===== src/rtl/ctrl_pkg.sv =====
// Shared constants, control bundle type and opcode decode helpers for control_unit_mc.
package ctrl_pkg;

  localparam logic [6:0] ALU_R     = 7'b0110011;
  localparam logic [6:0] ALU_I     = 7'b0010011;
  localparam logic [6:0] BRANCH_EQ = 7'b1100011;
  localparam logic [6:0] JUMP      = 7'b1101111;
  localparam logic [6:0] LOAD      = 7'b0000011;
  localparam logic [6:0] STORE     = 7'b0100011;

  localparam logic [1:0] ADD_OPCODE    = 2'b00;
  localparam logic [1:0] SUB_OPCODE    = 2'b01;
  localparam logic [1:0] R_TYPE_OPCODE = 2'b10;

  localparam logic [6:0] FUNCT7_MUL = 7'b0000001;

  typedef enum logic {
    IDLE = 1'b0,
    BUSY = 1'b1
  } mul_state_t;

  typedef struct packed {
    logic [1:0] alu_op;
    logic       branch;
    logic       mem_read;
    logic       mem_2_reg;
    logic       mem_write;
    logic       alu_src;
    logic       reg_write;
    logic       jump;
  } ctrl_bundle_t;

  // Unknown opcodes still drive alu_op=R_TYPE so the ALU sees a defined operation.
  function automatic ctrl_bundle_t decode_opcode(input logic [6:0] op);
    ctrl_bundle_t b;
    b = '0;
    case (op)
      ALU_R: begin
        b.alu_op    = R_TYPE_OPCODE;
        b.reg_write = 1'b1;
      end
      ALU_I: begin
        b.alu_op    = ADD_OPCODE;
        b.alu_src   = 1'b1;
        b.reg_write = 1'b1;
      end
      BRANCH_EQ: begin
        b.alu_op = SUB_OPCODE;
        b.branch = 1'b1;
      end
      JUMP: begin
        b.mem_2_reg = 1'b1;
        b.reg_write = 1'b1;
        b.jump      = 1'b1;
      end
      LOAD: begin
        b.alu_src   = 1'b1;
        b.mem_2_reg = 1'b1;
        b.reg_write = 1'b1;
        b.mem_read  = 1'b1;
      end
      STORE: begin
        b.alu_src   = 1'b1;
        b.mem_write = 1'b1;
      end
      default: b.alu_op = R_TYPE_OPCODE;
    endcase
    return b;
  endfunction

  function automatic logic is_legal_opcode(input logic [6:0] op);
    return (op == ALU_R) || (op == ALU_I) || (op == BRANCH_EQ) ||
           (op == JUMP)  || (op == LOAD)  || (op == STORE);
  endfunction

endpackage


===== src/rtl/mul_seq_fsm.sv =====
// Multiplier sequencer: IDLE/BUSY FSM with a down-counter over the extra MUL cycles.
module mul_seq_fsm
  import ctrl_pkg::*;
#(
  parameter int MUL_LATENCY = 4
) (
  input  logic clk,
  input  logic arst,
  input  logic start,
  input  logic flush,
  output logic busy,
  output logic done
);

  localparam int CW = $clog2(MUL_LATENCY + 1);
  localparam logic [CW-1:0] CNT_LOAD = CW'(MUL_LATENCY - 1);
  localparam logic [CW-1:0] CNT_ONE  = CW'(1);

  mul_state_t    state_reg;
  logic [CW-1:0] cnt_reg;
  logic          single_reg;

  always_ff @(posedge clk or posedge arst) begin
    if (arst) begin
      state_reg  <= IDLE;
      cnt_reg    <= '0;
      single_reg <= 1'b0;
    end else if (flush) begin
      state_reg  <= IDLE;
      cnt_reg    <= '0;
      single_reg <= 1'b0;
    end else begin
      // A one-cycle multiplier never enters BUSY; done pulses alongside mul_start.
      single_reg <= (MUL_LATENCY == 1) && start;
      if (start && (MUL_LATENCY > 1)) begin
        state_reg <= BUSY;
        cnt_reg   <= CNT_LOAD;
      end else if (state_reg == BUSY) begin
        if (cnt_reg == CNT_ONE) begin
          state_reg <= IDLE;
          cnt_reg   <= '0;
        end else begin
          cnt_reg <= cnt_reg - CNT_ONE;
        end
      end
    end
  end

  assign busy = (state_reg == BUSY);
  assign done = (busy && (cnt_reg == CNT_ONE)) || single_reg;

endmodule


===== src/rtl/control_unit_mc.sv =====
// Registered main decoder feeding ID/EX, with multi-cycle MUL sequencing.
// Optional MUL support is enabled by defining RV_MUL_EXT_EN.
module control_unit_mc
  import ctrl_pkg::*;
#(
  parameter int MUL_LATENCY = 4
) (
  input  logic       clk,
  input  logic       arst,
  input  logic       en,
  input  logic       flush,
  input  logic       insert_bubble,
  input  logic [6:0] opcode,
  input  logic [6:0] funct7,
  output logic [1:0] alu_op,
  output logic       branch,
  output logic       mem_read,
  output logic       mem_2_reg,
  output logic       mem_write,
  output logic       alu_src,
  output logic       reg_write,
  output logic       jump,
  output logic       valid_ex,
  output logic       illegal,
  output logic       mul_start,
  output logic       mul_done,
  output logic       stall
);

  ctrl_bundle_t bundle_reg;
  ctrl_bundle_t dec_bundle;
  logic         dec_legal;
  logic         valid_reg;
  logic         illegal_reg;
  logic         mul_start_reg;
  logic         is_mul;
  logic         fsm_busy;
  logic         fsm_done;
  logic         hold;

  assign dec_bundle = decode_opcode(opcode);
  assign dec_legal  = is_legal_opcode(opcode);

`ifdef RV_MUL_EXT_EN
  logic fsm_start;

  assign is_mul    = (opcode == ALU_R) && (funct7 == FUNCT7_MUL);
  // Start only when the MUL is actually latched by the decode branch below.
  assign fsm_start = is_mul && !hold && en && !insert_bubble;

  mul_seq_fsm #(
    .MUL_LATENCY(MUL_LATENCY)
  ) u_mul_seq (
    .clk  (clk),
    .arst (arst),
    .start(fsm_start),
    .flush(flush),
    .busy (fsm_busy),
    .done (fsm_done)
  );
`else
  logic unused_funct7;

  assign unused_funct7 = ^funct7;
  assign is_mul        = 1'b0;
  assign fsm_busy      = 1'b0;
  assign fsm_done      = 1'b0;
`endif

  // The final BUSY cycle releases EX so the next instruction latches without a gap.
  assign hold = fsm_busy && !fsm_done;

  always_ff @(posedge clk or posedge arst) begin
    if (arst) begin
      bundle_reg    <= '0;
      valid_reg     <= 1'b0;
      illegal_reg   <= 1'b0;
      mul_start_reg <= 1'b0;
    end else if (flush) begin
      bundle_reg    <= '0;
      valid_reg     <= 1'b0;
      illegal_reg   <= 1'b0;
      mul_start_reg <= 1'b0;
    end else if (hold || !en) begin
      illegal_reg   <= 1'b0;
      mul_start_reg <= 1'b0;
    end else if (insert_bubble) begin
      bundle_reg    <= '0;
      valid_reg     <= 1'b0;
      illegal_reg   <= 1'b0;
      mul_start_reg <= 1'b0;
    end else begin
      bundle_reg    <= dec_bundle;
      valid_reg     <= dec_legal;
      illegal_reg   <= !dec_legal;
      mul_start_reg <= is_mul;
    end
  end

  assign alu_op    = bundle_reg.alu_op;
  assign branch    = bundle_reg.branch;
  assign mem_read  = bundle_reg.mem_read;
  assign mem_2_reg = bundle_reg.mem_2_reg;
  assign mem_write = bundle_reg.mem_write;
  assign alu_src   = bundle_reg.alu_src;
  assign reg_write = bundle_reg.reg_write;
  assign jump      = bundle_reg.jump;
  assign valid_ex  = valid_reg;
  assign illegal   = illegal_reg;
  assign mul_start = mul_start_reg;
  assign mul_done  = fsm_done;
  assign stall     = fsm_busy;

endmodule


===== config.mk =====
export PLATFORM = sky130hd
export DESIGN_NAME = control_unit_mc
export DESIGN_NICKNAME = d
export VERILOG_FILES = /design/src/rtl/ctrl_pkg.sv /design/src/rtl/mul_seq_fsm.sv /design/src/rtl/control_unit_mc.sv
export SDC_FILE = /design/constraint.sdc
export NUM_CORES = 1
export LEC_CHECK = 0
export ABC_AREA = 1
export ABC_CLOCK_PERIOD_IN_PS = 1820
export BUFFER_PORTS_ARGS = -buffer_cell sky130_fd_sc_hd__clkbuf_2
export CORE_AREA = 2 2 39 41
export CTS_BUF_LIST = sky130_fd_sc_hd__clkbuf_8
export DETAILED_ROUTE_END_ITERATION = 10
export DIE_AREA = 0 0 41 43
export GPL_TIMING_DRIVEN = 0
export PLACE_DENSITY = 0.78
export SYNTH_ARGS = -nofsm -noshare
export SYNTH_HDL_FRONTEND = slang
export SYNTH_SLANG_ARGS = --single-unit

===== constraint.sdc =====
create_clock -name clk -period 1.82 [get_ports clk]
set_input_delay 0.273 -clock clk [delete_from_list [all_inputs] [get_ports clk]]
set_output_delay 0.273 -clock clk [all_outputs]
set_load 0.01 [all_outputs]

==> impl_results.md <==
* Status: finished clean
* Synthesized instance count at 74
* Diode count at 0
* IO buf count at 22
* XOR/XNOR Fraction of Synth Area at 0%
* Clk pwr share at 48.8%
* Arr. time, crit path at 880 ps
* Routed wire per std cell at 9.43 µm
* Leakage at 0.455 nW
* FFs w/ async S/R, synth at 100%
* VDD IR max at 425 µV
* Final Hold Vio Count at 0
* Worst-path fanout max at 3
* Total grt overflow at 0
* Die area at 1760 µm²
* Max Slew Vio Count at 0
* Critical Path Start: alu_op[0]
* Post-synthesis sequential area ratio at 44.7%
* FF+latch count, synth at 10
* Proportion of netlist area held by the largest area contributor at 44.7%
* Hold_ws at 366 ps
* CP Data Required Time at 1550 ps
* Pin count of the biggest net entering global routing at 11
* Tot Pwr at 562 µW
* DPL Wire Length at 877 µm
* Worst hold start: opcode[6]
* RR Endpoint: valid_ex
* R2R Setup Slk at 1030 ps
* Setup Slack @ Placement at 721 ps
* Comb pwr share at 10.9%
* Max Cap Viol at 0
* CP peak stage delay at 390 ps
* Min Clock Period, post-route at 1150 ps
* Sequential share of power at 40.4%
* RSZ-0062 raised after global routing: no
* Via Count at 536
* I/O pin count at 33
* CTS tree: yes
* Core Region at 1380 µm²
* Worst path cell trace: buf_4 > clkbuf_2
* CP Launch Type: register
* Vias per cell at 4.50
* Initial Util at 40.4%
* Synth Area in Simple Gates at 40.7%
* Avg Cell Area, Syn at 7.56 µm²
* Clock sinks at 10
* First-pass GRT wire length at 1770 µm
* Placed Cells at 114
* Final setup vio count at 0
* Post-synthesis mux area share at 0%
* Hold path depth at 4
* Buf/Inv on CP at 2
* Clock Tree Buf Depth at 2
* Worst r2r path cells at 3
* Final instance area at 762 µm²
* Synth top cells by count: nand2_1 (23), dfrtp_1 (10), nor2_1 (8)
* Cell Area, Synth at 559 µm²
* Dominant cells by area after synthesis: dfrtp_1 (45%), nand2_1 (15%), nand2_2 (6.7%), buf_4 (5.4%), nor2_1 (5.4%)
* Initial antenna violation count at 0
* Max FFs per register at 2
* Die width at 41 µm
* Nets at 123
* GRT Overall Usage at 15.1%
* Endpoint type of the worst setup path: output port
* Num rows at 14
* Switch share at 21.7%
* Clock transition at path regs at 50 ps
* Max Freq at 0.870 GHz
* Placed Instance Area at 697 µm²
* 1st-pass router iterations at 4
* Internal at 440 µW
* Compound-Gate Fraction of Synth Area at 3.13%
* Final Instance Count excl. Fillers at 119
* H-tree levels at 1
* Die Y at 43 µm
* Hold Crit Endpoint: mem_write
* Cell family with most CP delay: flip-flops
* Worst Tran Pin Value at 505 ps
* Most used flip-flop cell after synthesis: dfrtp_1
* CTS buffer count at 3
* Worst skew pair latency at 230 ps
* DRC viols at 0
* Largest family of logic cells by synthesized area: simple AND/OR/NAND/NOR gates
* Routed wire length at 1120 µm
* Post-synth EDFFs at 0
* Final setup margin at 670 ps
* Tcrit/Tclk final at 63.2%
* Synth Area in Adders at 0%
* Worst path slowest cell: dfrtp_1
* Setup_tns at 0 ps
* Post-CTS setup buffer count at 0
* Layout cells sized above 1 at 41.7%
* Hold Path Class: in2reg
* Count leader, synth: nand2_1
* Power density over cell area at 737 nW/µm²
* Distinct cell type count after synthesis at 16
* Worst reg2reg startpoint: valid_ex
* Slew margin rel. at 66.2%
* Final Util at 55.1%
* DRT antenna net count at 0
* Synthesis-to-finish area growth at 36.2%
* RD Place Congestion at 0.804
* Crit Path Category: reg2out
* Leading area contributor after synthesis: dfrtp_1
* Initial DRC count at 10
* P_sw at 122 µW
* Synth warn at 0
* CTS root buffer: clkbuf_8
* Vias in the first global route at 453
* Worst Clk Skew at 0 ps
==> worst reg2reg max path, cell delays in order (launching register included) <==
cell and delay, ps:
dfrtp_1 370, nor3b_1 140, nor2_1 100, nand2_1 60
==> worst max-delay path by stage <==
stage | endpoint | cells past startpoint | slack [ps]
CTS | alu_op[0] | 2 | 660
finish | alu_op[0] | 2 | 670
floorplan | alu_op[1] | 6 | 990
global route | alu_op[0] | 2 | 630
global placement | mem_2_reg | 4 | 760
detailed placement | mem_2_reg | 4 | 720
==> power groups by stage <==
stage	Combinational [mW]	Clock, mW	Sequential [mW]
floorplan	0.0343	0	0.232
global placement	0.0579	0	0.230
detailed placement	0.0598	0	0.230
CTS	0.0618	0.279	0.227
global route	0.0697	0.284	0.227
finish	0.0611	0.274	0.227
==> final cells by class <==
cell class / instances / area [µm²]
Tap cell: 16 / 20.0
Inverter: 8 / 30.0
Timing Repair Buffer: 23 / 120
Sequential cell: 10 / 250
Fill cell: 130 / 622
Buffer: 4 / 30.0
Multi-Input combinational cell: 54 / 256
Clock buffer: 4 / 55.1
==> placed cells by master, fill, tap and decap left out, drive strengths merged, types with 2 or more instances in the layout <==
cell,count
buf,4
clkbuf,26
conb,3
dfrtp,10
inv,8
nand2,29
nand3,5
nor2,12
o21ai,2
==> layer usage <==
layer	track usage, %	vias up	share of wire, %
met3	3.14	4	6.2
met5	0	-	0
met2	22.2	21	49
li1	-	279	-
met1	19.1	232	43
met4	10.0	0	2.4
==> kinds of logic (layout without fill, tap and decap cells) <==
group | count (synthesis) | in the layout
AND/OR/NAND/NOR | 48 | 48
buffers and inverters | 12 | 39
flip-flops | 10 | 10
AO/OA/AOI/OAI | 3 | 3
other | 1 | 3
==> what timing repair did <==
item,in CTS,in global routing
gates resized for setup,0,0
endpoints found under the hold margin,10,0
hold buffers,1,0
Note: power is estimated with default switching activity, not from simulation.
